<file path="config.mk">
export PLATFORM = sky130hd
export DESIGN_NAME = pattern_req_scheduler
export DESIGN_NICKNAME = d
export VERILOG_FILES = /design/src/rtl/pattern_req_scheduler.sv
export SDC_FILE = /design/constraint.sdc
export NUM_CORES = 1
export LEC_CHECK = 0
export BUFFER_PORTS_ARGS = -buffer_cell sky130_fd_sc_hd__clkbuf_2
export CELL_PAD_IN_SITES_DETAIL_PLACEMENT = 1
export CELL_PAD_IN_SITES_GLOBAL_PLACEMENT = 2
export CORE_ASPECT_RATIO = 2
export CORE_MARGIN = 2
export CORE_UTILIZATION = 42
export CTS_BUF_LIST = sky130_fd_sc_hd__clkbuf_2
export CTS_CLUSTER_SIZE = 20
export DETAILED_ROUTE_END_ITERATION = 7
export GPL_TIMING_DRIVEN = 0
export PLACE_DENSITY_LB_ADDON = 0.1
export RECOVER_POWER = 50
export SYNTH_ARGS = -nofsm -noshare
export SYNTH_HDL_FRONTEND = slang
export SYNTH_SLANG_ARGS = --single-unit
export TNS_END_PERCENT = 5
</file>
<file path="constraint.sdc">
create_clock -name clk -period 8.1 [get_ports clk]
set_input_delay 0.405 -clock clk [delete_from_list [all_inputs] [get_ports clk]]
set_output_delay 0.405 -clock clk [all_outputs]
set_load 0.01 [all_outputs]
</file>
<file path="src/rtl/pattern_req_scheduler.sv">
// pattern_req_scheduler: issues 64-bit word fetch requests for up to
// TAG_COUNT configured streams. Tags are arbitrated round-robin, and each
// tag is limited by a credit counter that is returned by downstream pops.
`timescale 1ns/1ps
module pattern_req_scheduler #(
  parameter int ADDR_WIDTH  = 48,
  parameter int TAG_COUNT   = 4,
  parameter int TAG_WIDTH   = $clog2(TAG_COUNT),
  parameter int CREDITS     = 8,
  parameter int COUNT_WIDTH = 32
) (
  input  logic                   clk,
  input  logic                   rst,
  input  logic                   cfg_we,
  input  logic [TAG_WIDTH-1:0]   cfg_tag,
  input  logic [ADDR_WIDTH-1:0]  cfg_base,
  input  logic [COUNT_WIDTH-1:0] cfg_words,
  input  logic                   start,
  input  logic [TAG_COUNT-1:0]   pop,
  input  logic                   req_stall,
  output logic                   req,
  output logic [TAG_WIDTH-1:0]   req_tag,
  output logic [ADDR_WIDTH-1:0]  req_addr,
  output logic                   busy,
  output logic                   done,
  output logic                   credit_err
);

  localparam int CREDIT_WIDTH = $clog2(CREDITS) + 1;
  localparam logic [CREDIT_WIDTH-1:0] CREDIT_FULL = CREDIT_WIDTH'(CREDITS);
  localparam logic [TAG_WIDTH-1:0]    LAST_TAG    = TAG_WIDTH'(TAG_COUNT - 1);

  typedef enum logic [1:0] {IDLE, RUN, DRAIN} state_t;

  state_t                 state_reg;
  logic                   done_reg;
  logic                   credit_err_reg;
  logic [TAG_WIDTH-1:0]   last_grant_reg;

  logic [ADDR_WIDTH-1:0]   base_reg      [TAG_COUNT];
  logic [COUNT_WIDTH-1:0]  remaining_reg [TAG_COUNT];
  logic [COUNT_WIDTH-1:0]  offset_reg    [TAG_COUNT];
  logic [CREDIT_WIDTH-1:0] credit_reg    [TAG_COUNT];

  logic [TAG_COUNT-1:0] has_work;
  logic [TAG_COUNT-1:0] credit_full;
  logic [TAG_COUNT-1:0] eligible;
  logic [TAG_COUNT-1:0] issue;
  logic [TAG_COUNT-1:0] pop_err;

  logic                  grant_found;
  logic [TAG_WIDTH-1:0]  grant_idx;
  logic [ADDR_WIDTH-1:0] grant_addr;
  logic                  all_empty;
  logic                  all_full;

  // Per-tag status flags derived from the stream and credit registers.
  generate
    for (genvar gi = 0; gi < TAG_COUNT; gi++) begin : g_status
      assign has_work[gi]    = (remaining_reg[gi] != '0);
      assign credit_full[gi] = (credit_reg[gi] == CREDIT_FULL);
      assign eligible[gi]    = (state_reg == RUN) && has_work[gi] && (credit_reg[gi] != '0);
      assign issue[gi]       = req && (grant_idx == TAG_WIDTH'(gi));
      // A pop on a full counter is only an error when no issue frees a slot.
      assign pop_err[gi]     = pop[gi] && !issue[gi] && credit_full[gi];
    end
  endgenerate

  assign all_empty = ~|has_work;
  assign all_full  = &credit_full;

  // Round-robin search starting one past the last issued tag, with wrap.
  always_comb begin
    grant_found = 1'b0;
    grant_idx   = '0;
    for (int k = 1; k <= TAG_COUNT; k++) begin
      if (!grant_found && eligible[TAG_WIDTH'((int'(last_grant_reg) + k) % TAG_COUNT)]) begin
        grant_found = 1'b1;
        grant_idx   = TAG_WIDTH'((int'(last_grant_reg) + k) % TAG_COUNT);
      end
    end
  end

  // Word offset scaled to bytes; overflow past ADDR_WIDTH wraps naturally.
  assign grant_addr = base_reg[grant_idx] + (ADDR_WIDTH'(offset_reg[grant_idx]) << 3);

  assign req        = rst && !req_stall && grant_found;
  assign req_tag    = req ? grant_idx : '0;
  assign req_addr   = req ? grant_addr : '0;
  assign busy       = rst && (state_reg != IDLE);
  assign done       = rst && done_reg;
  assign credit_err = credit_err_reg;

  // Control FSM with arbitration pointer, done pulse and sticky credit error.
  always_ff @(posedge clk) begin
    if (!rst) begin
      state_reg      <= IDLE;
      done_reg       <= 1'b0;
      credit_err_reg <= 1'b0;
      last_grant_reg <= LAST_TAG;
    end else begin
      done_reg <= 1'b0;
      if (req) begin
        last_grant_reg <= grant_idx;
      end
      if (|pop_err) begin
        credit_err_reg <= 1'b1;
      end
      case (state_reg)
        IDLE: begin
          if (start) begin
            state_reg <= RUN;
          end
        end
        RUN: begin
          if (all_empty) begin
            state_reg <= DRAIN;
          end
        end
        DRAIN: begin
          if (all_full) begin
            state_reg <= IDLE;
            done_reg  <= 1'b1;
          end
        end
        default: state_reg <= IDLE;
      endcase
    end
  end

  // Per-tag stream position and credit counter.
  generate
    for (genvar gi = 0; gi < TAG_COUNT; gi++) begin : g_stream
      always_ff @(posedge clk) begin
        if (!rst) begin
          base_reg[gi]      <= '0;
          remaining_reg[gi] <= '0;
          offset_reg[gi]    <= '0;
          credit_reg[gi]    <= CREDIT_FULL;
        end else begin
          if ((state_reg == IDLE) && cfg_we && (cfg_tag == TAG_WIDTH'(gi))) begin
            base_reg[gi]      <= cfg_base;
            remaining_reg[gi] <= cfg_words;
            offset_reg[gi]    <= '0;
          end else if (issue[gi]) begin
            offset_reg[gi]    <= offset_reg[gi] + COUNT_WIDTH'(1);
            remaining_reg[gi] <= remaining_reg[gi] - COUNT_WIDTH'(1);
          end
          // Issue needs a non-zero credit and pop is capped at full, so
          // the counter never wraps; issue plus pop cancels out.
          if (issue[gi] && !pop[gi]) begin
            credit_reg[gi] <= credit_reg[gi] - CREDIT_WIDTH'(1);
          end else if (pop[gi] && !issue[gi] && !credit_full[gi]) begin
            credit_reg[gi] <= credit_reg[gi] + CREDIT_WIDTH'(1);
          end
        end
      end
    end
  endgenerate

endmodule

</file>
# Yosys cells after proc, flatten, opt, wreduce, memory -nomap -nowiden
# Memory sizes are Yosys's and may differ from the RTL's.
# Index checks and enable logic that the tools add are counted.
word_totals:
  regBits: 6
  ram_bits: 464
  input_bits: 91
  out_inout_bits: 54
  wordCells: 261
  mem_count: 4
mem_list:
  columns: ["name", "words", "width", "read_ports", "rd_ports_with_merged_regs", "wr", "line_no", "text"]
  rows:
  - ["base_reg", 4, 48, 1, 0, 4, "40", "logic [ADDR_WIDTH-1:0] base_reg [TAG_COUNT];"]
  - ["offset_reg", 4, 32, 5, 0, 4, "42", "logic [COUNT_WIDTH-1:0] offset_reg [TAG_COUNT];"]
  - ["remaining_reg", 4, 32, 4, 0, 4, "41", "logic [COUNT_WIDTH-1:0] remaining_reg [TAG_COUNT];"]
  - ["credit_reg", 4, 4, 4, 0, 4, "43", "logic [CREDIT_WIDTH-1:0] credit_reg [TAG_COUNT];"]
op_classes:
  add_sub_neg: 21
  n_lt_le_gt_ge: 4
  eq_ne: 15
  n_mux: 112
  bitwise_logic: 28
  n_reduce_logical: 73
ops:
  columns: ["op", "count"]
  rows:
  - ["32-bit two-way mux", 16]
  - ["48-bit two-way mux", 5]
  - ["32-bit by 1-bit adder with 32-bit output (second input constant)", 4]
  - ["32-bit nonzero test", 4]
  - ["32-bit by 1-bit subtractor with 32-bit output (second input constant)", 4]
  - ["1-bit two-way mux", 70]
  - ["48-bit by 35-bit adder with 48-bit output", 1]
  - ["1-bit logical AND", 40]
  - ["4-bit two-way mux", 8]
  - ["1-bit bitwise OR", 28]
  - ["4-bit by 1-bit adder with 4-bit output (second input constant)", 4]
  - ["4-bit == test (second input constant)", 4]
  - ["1-bit zero test", 16]
  - ["2-bit by 4-bit < comparator with 1-bit output (second input constant)", 4]
  - ["2-bit two-way mux", 8]
  - ["4-bit nonzero test", 4]
  - ["4-bit by 1-bit subtractor with 4-bit output (second input constant)", 4]
  - ["2-bit == test (second input constant)", 5]
  - ["1-bit binary-select mux with 2-bit select", 4]
  - ["4-bit OR reduction", 2]
  - ["2-bit by 1-bit == test with 1-bit output (second input constant)", 3]
  - ["2-bit zero test", 3]
  - ["2-bit inequality test (second input constant)", 3]
  - ["2-bit case mux with 3 select lines", 1]
  - ["other kinds (6)", 8]

# Logic depth before layout (Yosys ltp)
# Gate-level depths: netlist of run 1.
logic_depth:
  word_depth: 26
  mapped_depth: 27
  ltp_nobuf: 23

# Least setup slack after synthesis of run 1
# Ideal clock, no wire load.
synth_timing:
  path_kind: "reg-to-output"
  start: "memory remaining_reg[0][20]"
  end: "output port req_addr[43]"
  t_arrival_ps: 6447
  required_time_ps: 7695
  path_slack_ps: 1248
  stages_incl_launch_ff: 26
  n_path_buf: 4
  cell_sequence: "edfxtp_1 or4_4 or4_4 nor4_4 or2_2 buf_1 a31oi_2 nand3_4 buf_6 clkbuf_1 clkbuf_1 a211oi_1 a31oi_1 ha_1 inv_1 fa_1 nor2b_1 o21ai_0 a32oi_1 o21ai_0 a211oi_1 o2111ai_1 a21oi_1 nand4_1 or4_1 a21oi_1"
synth_rtl:
  columns: ["item", "line_no", "text"]
  rows:
  - ["from (decl)", "41", null]
  - ["to (decl)", "23", "output logic [ADDR_WIDTH-1:0] req_addr,"]

==> results of run 1 <==
==> critical path, delay by kind of cell, from the launching register on <==
family	cells	cell delay, ns
AO/OA/AOI/OAI	6	1.57
adder cells (fa/ha/maj)	1	0.26
buffers and inverters	8	1.45
flip-flops	1	0.41
AND/OR/NAND/NOR	10	2.68
==> metrics by stage <==
| step | cells | utilization, % | hold slack, ns | worst slack [ns] | instance area [um^2] |
|---|---|---|---|---|---|
| after global placement | 3638 | 45.2 | 0.466 | -3.37 | 28900 |
| after CTS | 4097 | 52.8 | 0.000193 | -0.142 | 33700 |
| final | 4123 | 53.0 | 0.105 | 0.0672 | 33900 |
| after floorplan | 2697 | - | 0.443 | 1.25 | 27200 |
| after global routing | 4117 | 52.9 | 0.124 | -0.205 | 33800 |
| after detailed placement | 3649 | 45.6 | 0.476 | -3.44 | 29200 |
==> layout by cell type, fill, tap and decap left out, types with 44 or more instances in the layout <==
| cell | Yosys | layout |
|---|---|---|
| nor2_1 | 277 | 273 |
| nand2_1 | 378 | 374 |
| edfxtp_1 | 464 | 464 |
| and2_1 | 262 | 136 |
| clkbuf_2 | 0 | 286 |
| clkbuf_1 | 109 | 80 |
| and2_0 | 0 | 126 |
| xnor2_1 | 135 | 135 |
| nand3_1 | 65 | 63 |
| nor3_1 | 52 | 49 |
| a31oi_1 | 69 | 63 |
| o21ai_0 | 157 | 149 |
| a211oi_1 | 69 | 47 |
| buf_4 | 0 | 77 |
| inv_1 | 46 | 44 |
| dlygate4sd3_1 | 0 | 181 |
| xor2_1 | 117 | 117 |
==> cell type report <==
| type | count | area share (%) |
|---|---|---|
| repair buffers | 425 | 10.1 |
| inverters | 46 | 0.510 |
| clock buffers | 137 | 2.03 |
| flip-flops and latches | 470 | 41.5 |
| multi-input cells | 2054 | 39.2 |
| clock inverters | 61 | 1.23 |
| plain buffers | 124 | 2.42 |
| diodes | 8 | 0.0591 |
| well taps | 798 | 2.95 |
==> where the power goes <==
part           internal, mW  switching [mW]  leakage, nW
sequential             2.86           0.154         4.90
combinational         0.997            1.41         6.69
clock                 0.673            1.07        0.774
==> worst max-delay path by stage <==
stage | start | end
after floorplan | remaining_reg[0][20] | req_addr[43]
after global placement | remaining_reg[1][3] | req_addr[47]
after detailed placement | remaining_reg[1][3] | req_addr[47]
after CTS | remaining_reg[0][50] | req_addr[45]
after global routing | remaining_reg[0][50] | req_addr[46]
final | remaining_reg[0][50] | req_addr[43]
==> logic make-up after synthesis <==
logic type	synth area share [%]
buffers and inverters	2.52
adder cells (fa/ha/maj)	2.36
AND/OR/NAND/NOR	23.0
XOR/XNOR	8.13
AO/OA/AOI/OAI	10.4
flip-flops	51.7
multiplexers	1.89
==> what timing repair did <==
action                                  CTS  global route
resized for setup                       223            51
hold buffers                            181             0
endpoints found under the setup margin   46            15
hold endpoints to repair                426             0
cloned                                    4             0
pin swaps                                49            24
buffers inserted                         68            18
==> per-layer routing <==
| metal | up-vias | track usage, % |
|---|---|---|
| li1 | 10800 | - |
| met5 | - | 0 |
| met3 | 301 | 5.34 |
| met2 | 665 | 60.5 |
| met4 | 0 | 20.9 |
| met1 | 11700 | 29.7 |
==> results.ini, run 1 <==
[status]
status = complete, but fails checks
violations = max-capacitance violations, max-slew violations

[synth]
synth-edff-count = 464
synth_most_common_cell = edfxtp_1
synth.distinct_cells = 74
ys_dominant_reg_cell = edfxtp_1
synthTopCellsByCount = edfxtp_1 (464), nand2_1 (378), nor2_1 (277)
synth_top_area_share_pct = 51.3
yosysSeqAreaShare_pct = 51.7
ys_warn_count = 0
yosysTopAreaCell = edfxtp_1
ys_top_cells_by_area = edfxtp_1 (51%), and2_1 (6.0%), nand2_1 (5.2%), xnor2_1 (4.4%), nor2_1 (3.8%)
syn_area_mm2 = 0.0272
synth_seq_cells = 470
async_flop_share_pct = 0
synthesis.instances = 2697
synth_nets = 2838
avgSynthCellArea_um2 = 10.1

[floorplanning]
start_util_pct = 42.5
core-area_mm2 = 0.0639
die_area_mm2 = 0.0668
std_cell_rows = 131
die_height_um = 364
ioPinCount = 145
die_w_um = 184

[timing]
tns_ns = 0
worst_pin_slew_ns = 3.07
drv_slew = 138
hold_viol = 0
fin_skew_ns = 0.0655
slew_headroom_pct = -107
min_period_ns = 8.03
setup_violations = 0
rsz0062_at_grt = yes
fmax_ghz = 0.124
period_share_pct = 99.2

[power_and_ir_drop]
peakVddDrop_mv = 0.180
power_leakage_nw = 12.4
power.total_mw = 7.17
powerDensity_mw_per_mm2 = 212

[flow_run]
cap_violations = 6

[worst_setup_path]
r2r-end = remaining_reg[1][3]
critPathMaxFanout = 10
r2r_slack_ns = 1.44
critPathKind = flip-flop to primary output
crit_top_cell = buf_6
r2r_start = credit_reg[0][0]
rr_worst_depth = 13
cp_slowest_cell = or4_1
end_kind = primary output
critPathLaunchType = flip-flop
cp.arrival_ns = 7.63
max_stage_delay_ns = 0.62
cp.required_ns = 7.70

[worst_hold_path]
hp-start = cfg_words[20]
min_to = remaining_reg[1][52]
hold_class = input port to flip-flop
hold_depth = 4

[drt]
drc_errors = 0
ant_nets = 0
wl_met1_mm = 34.4
met3_length_mm = 4.73
postRouteWirelength_mm = 104
viasPerCell = 5.68
dr.first_iter.drc_count = 988
vias = 23400
avgRoutedWirePerCell_um = 25.1
wl_met2_mm = 57.0
top_layer_used = met4
firstDrtPassIters = 5

[clock_network]
clk_pin_slew_ns = 0.10
clkLatencyLatePin_ns = 1.30
cts_buffers = 107
cts_buffer_depth = 3
root_buffer = clkbuf_2
htree_levels = 3
cts_tree = built
cts_sinks = 470

[final_layout]
synthToLayoutAreaGrowth_pct = 24.6
fin_nets = 3369
multi_input_comb_area_mm2 = 0.0133
layout-drive-gt1-share_pct = 17.4
final-seq-area_mm2 = 0.0141
largest_reg_flops = 192
fillers = 7197

[global_route]
grt_pass1_wl_mm = 155
antenna_found_initial = 8
grt_pass1_vias = 25900
grt_start_max_net_pins = 65
grt_use_total_pct = 31.4
grt_remaining_overflow = 0

[place]
io_buffers = 143
place_congestion = 0.871
hpwl_mm = 74.7

(Power assumes the default switching activity.)
==> run 2: changes to the inputs <==
Settings changed: CELL_PAD_IN_SITES_DETAIL_PLACEMENT 1 to unset, CELL_PAD_IN_SITES_GLOBAL_PLACEMENT 2 to unset, CORE_UTILIZATION 42 to 55.
==> run 2 against run 1 <==
Compared with the run above:
- critical path depth did not move
- final cell count fell by 7.4%
- the run still ends with max-capacitance violations, max-slew violations left
- clock power fell by 5%
- global-route usage rose by 0.71 points
- first-iteration DRC count rose by 120%
==> results.ini, run 2 (same netlist as run 1, synthesis figures left out) <==
[timing]
fin_skew_ns = 0.109  ; was 0.0655 ns
drv_slew = 151  ; was 138
fmax_ghz = 0.126  ; was 0.124 GHz
min_period_ns = 7.94  ; was 8.03 ns
tns_ns = 0  ; unchanged
final.setup.worst_slack_ns = 0.155  ; was 0.0672 ns
period_share_pct = 98.1  ; was 99.2%
setup_violations = 0  ; unchanged
rsz0062_at_grt = yes  ; unchanged
slew_headroom_pct = -84.5  ; was -107%
hold_viol = 0  ; unchanged
worst_pin_slew_ns = 2.76  ; was 3.07 ns

[clock_network]
cts_buffers = 104  ; was 107
cts_tree = built  ; unchanged
cts_buffer_depth = 3  ; unchanged
htree_levels = 3  ; unchanged
cts_sinks = 470  ; unchanged
root_buffer = clkbuf_2  ; unchanged
clkLatencyLatePin_ns = 1.17  ; was 1.30 ns
clk_pin_slew_ns = 0.12  ; was 0.10 ns

[status]
status = complete, but fails checks  ; unchanged
violations = max-capacitance violations, max-slew violations  ; unchanged

[floorplanning]
std_cell_rows = 115  ; was 131
die_w_um = 161  ; was 184 um
die_area_mm2 = 0.0513  ; was 0.0668 mm^2
die_height_um = 318  ; was 364 um
ioPinCount = 145  ; unchanged
core-area_mm2 = 0.0489  ; was 0.0639 mm^2
start_util_pct = 55.5  ; was 42.5%

[power_and_ir_drop]
power_leakage_nw = 11.5  ; was 12.4 nW
power.total_mw = 6.69  ; was 7.17 mW
peakVddDrop_mv = 0.130  ; was 0.180 mV
powerDensity_mw_per_mm2 = 211  ; was 212 mW/mm^2

[drt]
ant_nets = 0  ; unchanged
viasPerCell = 5.90  ; was 5.68
firstDrtPassIters = 8  ; was 5
dr.first_iter.drc_count = 2136  ; was 988
avgRoutedWirePerCell_um = 21.6  ; was 25.1 um
vias = 22500  ; was 23400
postRouteWirelength_mm = 82.5  ; was 104 mm
drc_errors = 0  ; unchanged

[place]
place_congestion = 0.934  ; was 0.871
io_buffers = 143  ; unchanged
dp_slack_ns = -1.96  ; was -3.44 ns
hpwl_mm = 56.3  ; was 74.7 mm
dp.cells = 3493  ; was 3649

[final_layout]
final_cell_mix = edfxtp_1 (464), nand2_1 (378), clkbuf_2 (303), nor2_1 (275), o21ai_0 (153)  ; was edfxtp_1 (464), nand2_1 (374), clkbuf_2 (286), nor2_1 (273), dlygate4sd3_1 (181)
synthToLayoutAreaGrowth_pct = 16.4  ; was 24.6%
final_cells = 3819  ; was 4123
fin_nets = 3227  ; was 3369
fin_util_pct = 64.6  ; was 53.0%
final_common_cell = edfxtp_1  ; unchanged
largest_reg_flops = 192  ; unchanged
layout-drive-gt1-share_pct = 15.2  ; was 17.4%

[worst_setup_path]
critPathKind = flip-flop to primary output  ; unchanged
critPathLaunchType = flip-flop  ; unchanged
cp.required_ns = 7.70  ; about the same
cp.arrival_ns = 7.54  ; was 7.63 ns
end_kind = primary output  ; unchanged
critPathMaxFanout = 10  ; unchanged

[global_route]
grt_start_max_net_pins = 65  ; unchanged
grt_remaining_overflow = 0  ; unchanged
grt_use_total_pct = 32.1  ; was 31.4%
grt_pass1_vias = 22100  ; was 25900
grt_pass1_wl_mm = 125  ; was 155 mm
antenna_found_initial = 4  ; was 8

[flow_run]
cap_violations = 7  ; was 6

[worst_hold_path]
hold_class = input port to flip-flop  ; unchanged

[run 2: cell count changes in the layout (fill, tap and decap cells not counted), sizes merged]
cell and delta:
diode -6, bufinv -2, clkinv -9, clkbuf +9
buf -47, inv -2, dlygate4sd3 -92
[run 2: final timing paths]
kind                            depth (start not counted)  slack [ns]            startpoint                 to
worst min register to register                          1        0.50          state_reg[0]           done_reg
worst min-delay path                                    3        0.11          cfg_base[31]    base_reg[0][31]
worst max-delay path                                   25        0.16  remaining_reg[1][56]       req_addr[47]
worst max register to register                         12        2.16  remaining_reg[0][20]  offset_reg[2][14]
[run 2: where the power goes]
part           leakage (nW)  internal, mW  switching [mW]  total (mW)
clock network         0.758         0.627            1.02        1.65
logic                  5.89         0.788            1.24        2.03
registers              4.90          2.86           0.143        3.01
[run 2: worst max-delay path: stages, from the launching register on]
cell,delay (ns)
edfxtp_1,0.47
or4_1,0.61
nor2_2,0.27
and4_4,0.34
a2bb2oi_4,0.20
a211o_1,0.12
buf_4,0.19
clkbuf_8,0.23
clkbuf_8,0.24
nand2_1,0.12
a31oi_4,0.23
ha_2,0.21
inv_1,0.05
fa_2,0.35
nor2b_2,0.14
o21ai_1,0.10
a32oi_2,0.35
o21ai_2,0.15
a211oi_4,0.37
o2111ai_2,0.18
a21oi_2,0.26
nand4_1,0.15
buf_6,0.18
nor4_4,0.35
mux2i_2,0.38
buf_2,0.20
[run 2: final cells by class]
type	count	area, um^2
fill	4105	17300
sequential	470	14100
multi-input combinational	2054	12900
timing repair buffer	286	2030
tap	643	805
clock buffer	146	731
buffer	124	649
clock inverter	48	317
inverter	46	173
antenna	2	5.00
[run 2: what timing repair did]
item                                   CTS  global route
gates resized for setup                102            50
pin swaps                               16            17
setup endpoints to repair               43            18
endpoints found under the hold margin  406             0
setup buffers                           22            21
hold buffers                            89             0
[run 2: layer usage]
| metal | share of wire, % | global-route usage (%) | vias up |
|---|---|---|---|
| met5 | 0.025 | 0 | - |
| met4 | 4.3 | 14.5 | 4 |
| met3 | 7.7 | 4.61 | 193 |
| met2 | 49 | 53.5 | 1042 |
| met1 | 39 | 41.5 | 10800 |
| li1 | - | - | 10500 |
[run 2: stage by stage]
stage	instance area [um^2]	hold slack (ns)
after floorplan	27200	0.443
after global placement	28700	0.477
after detailed placement	29000	0.483
after CTS	31500	0.0143
after global routing	31600	0.0780
final	31600	0.114
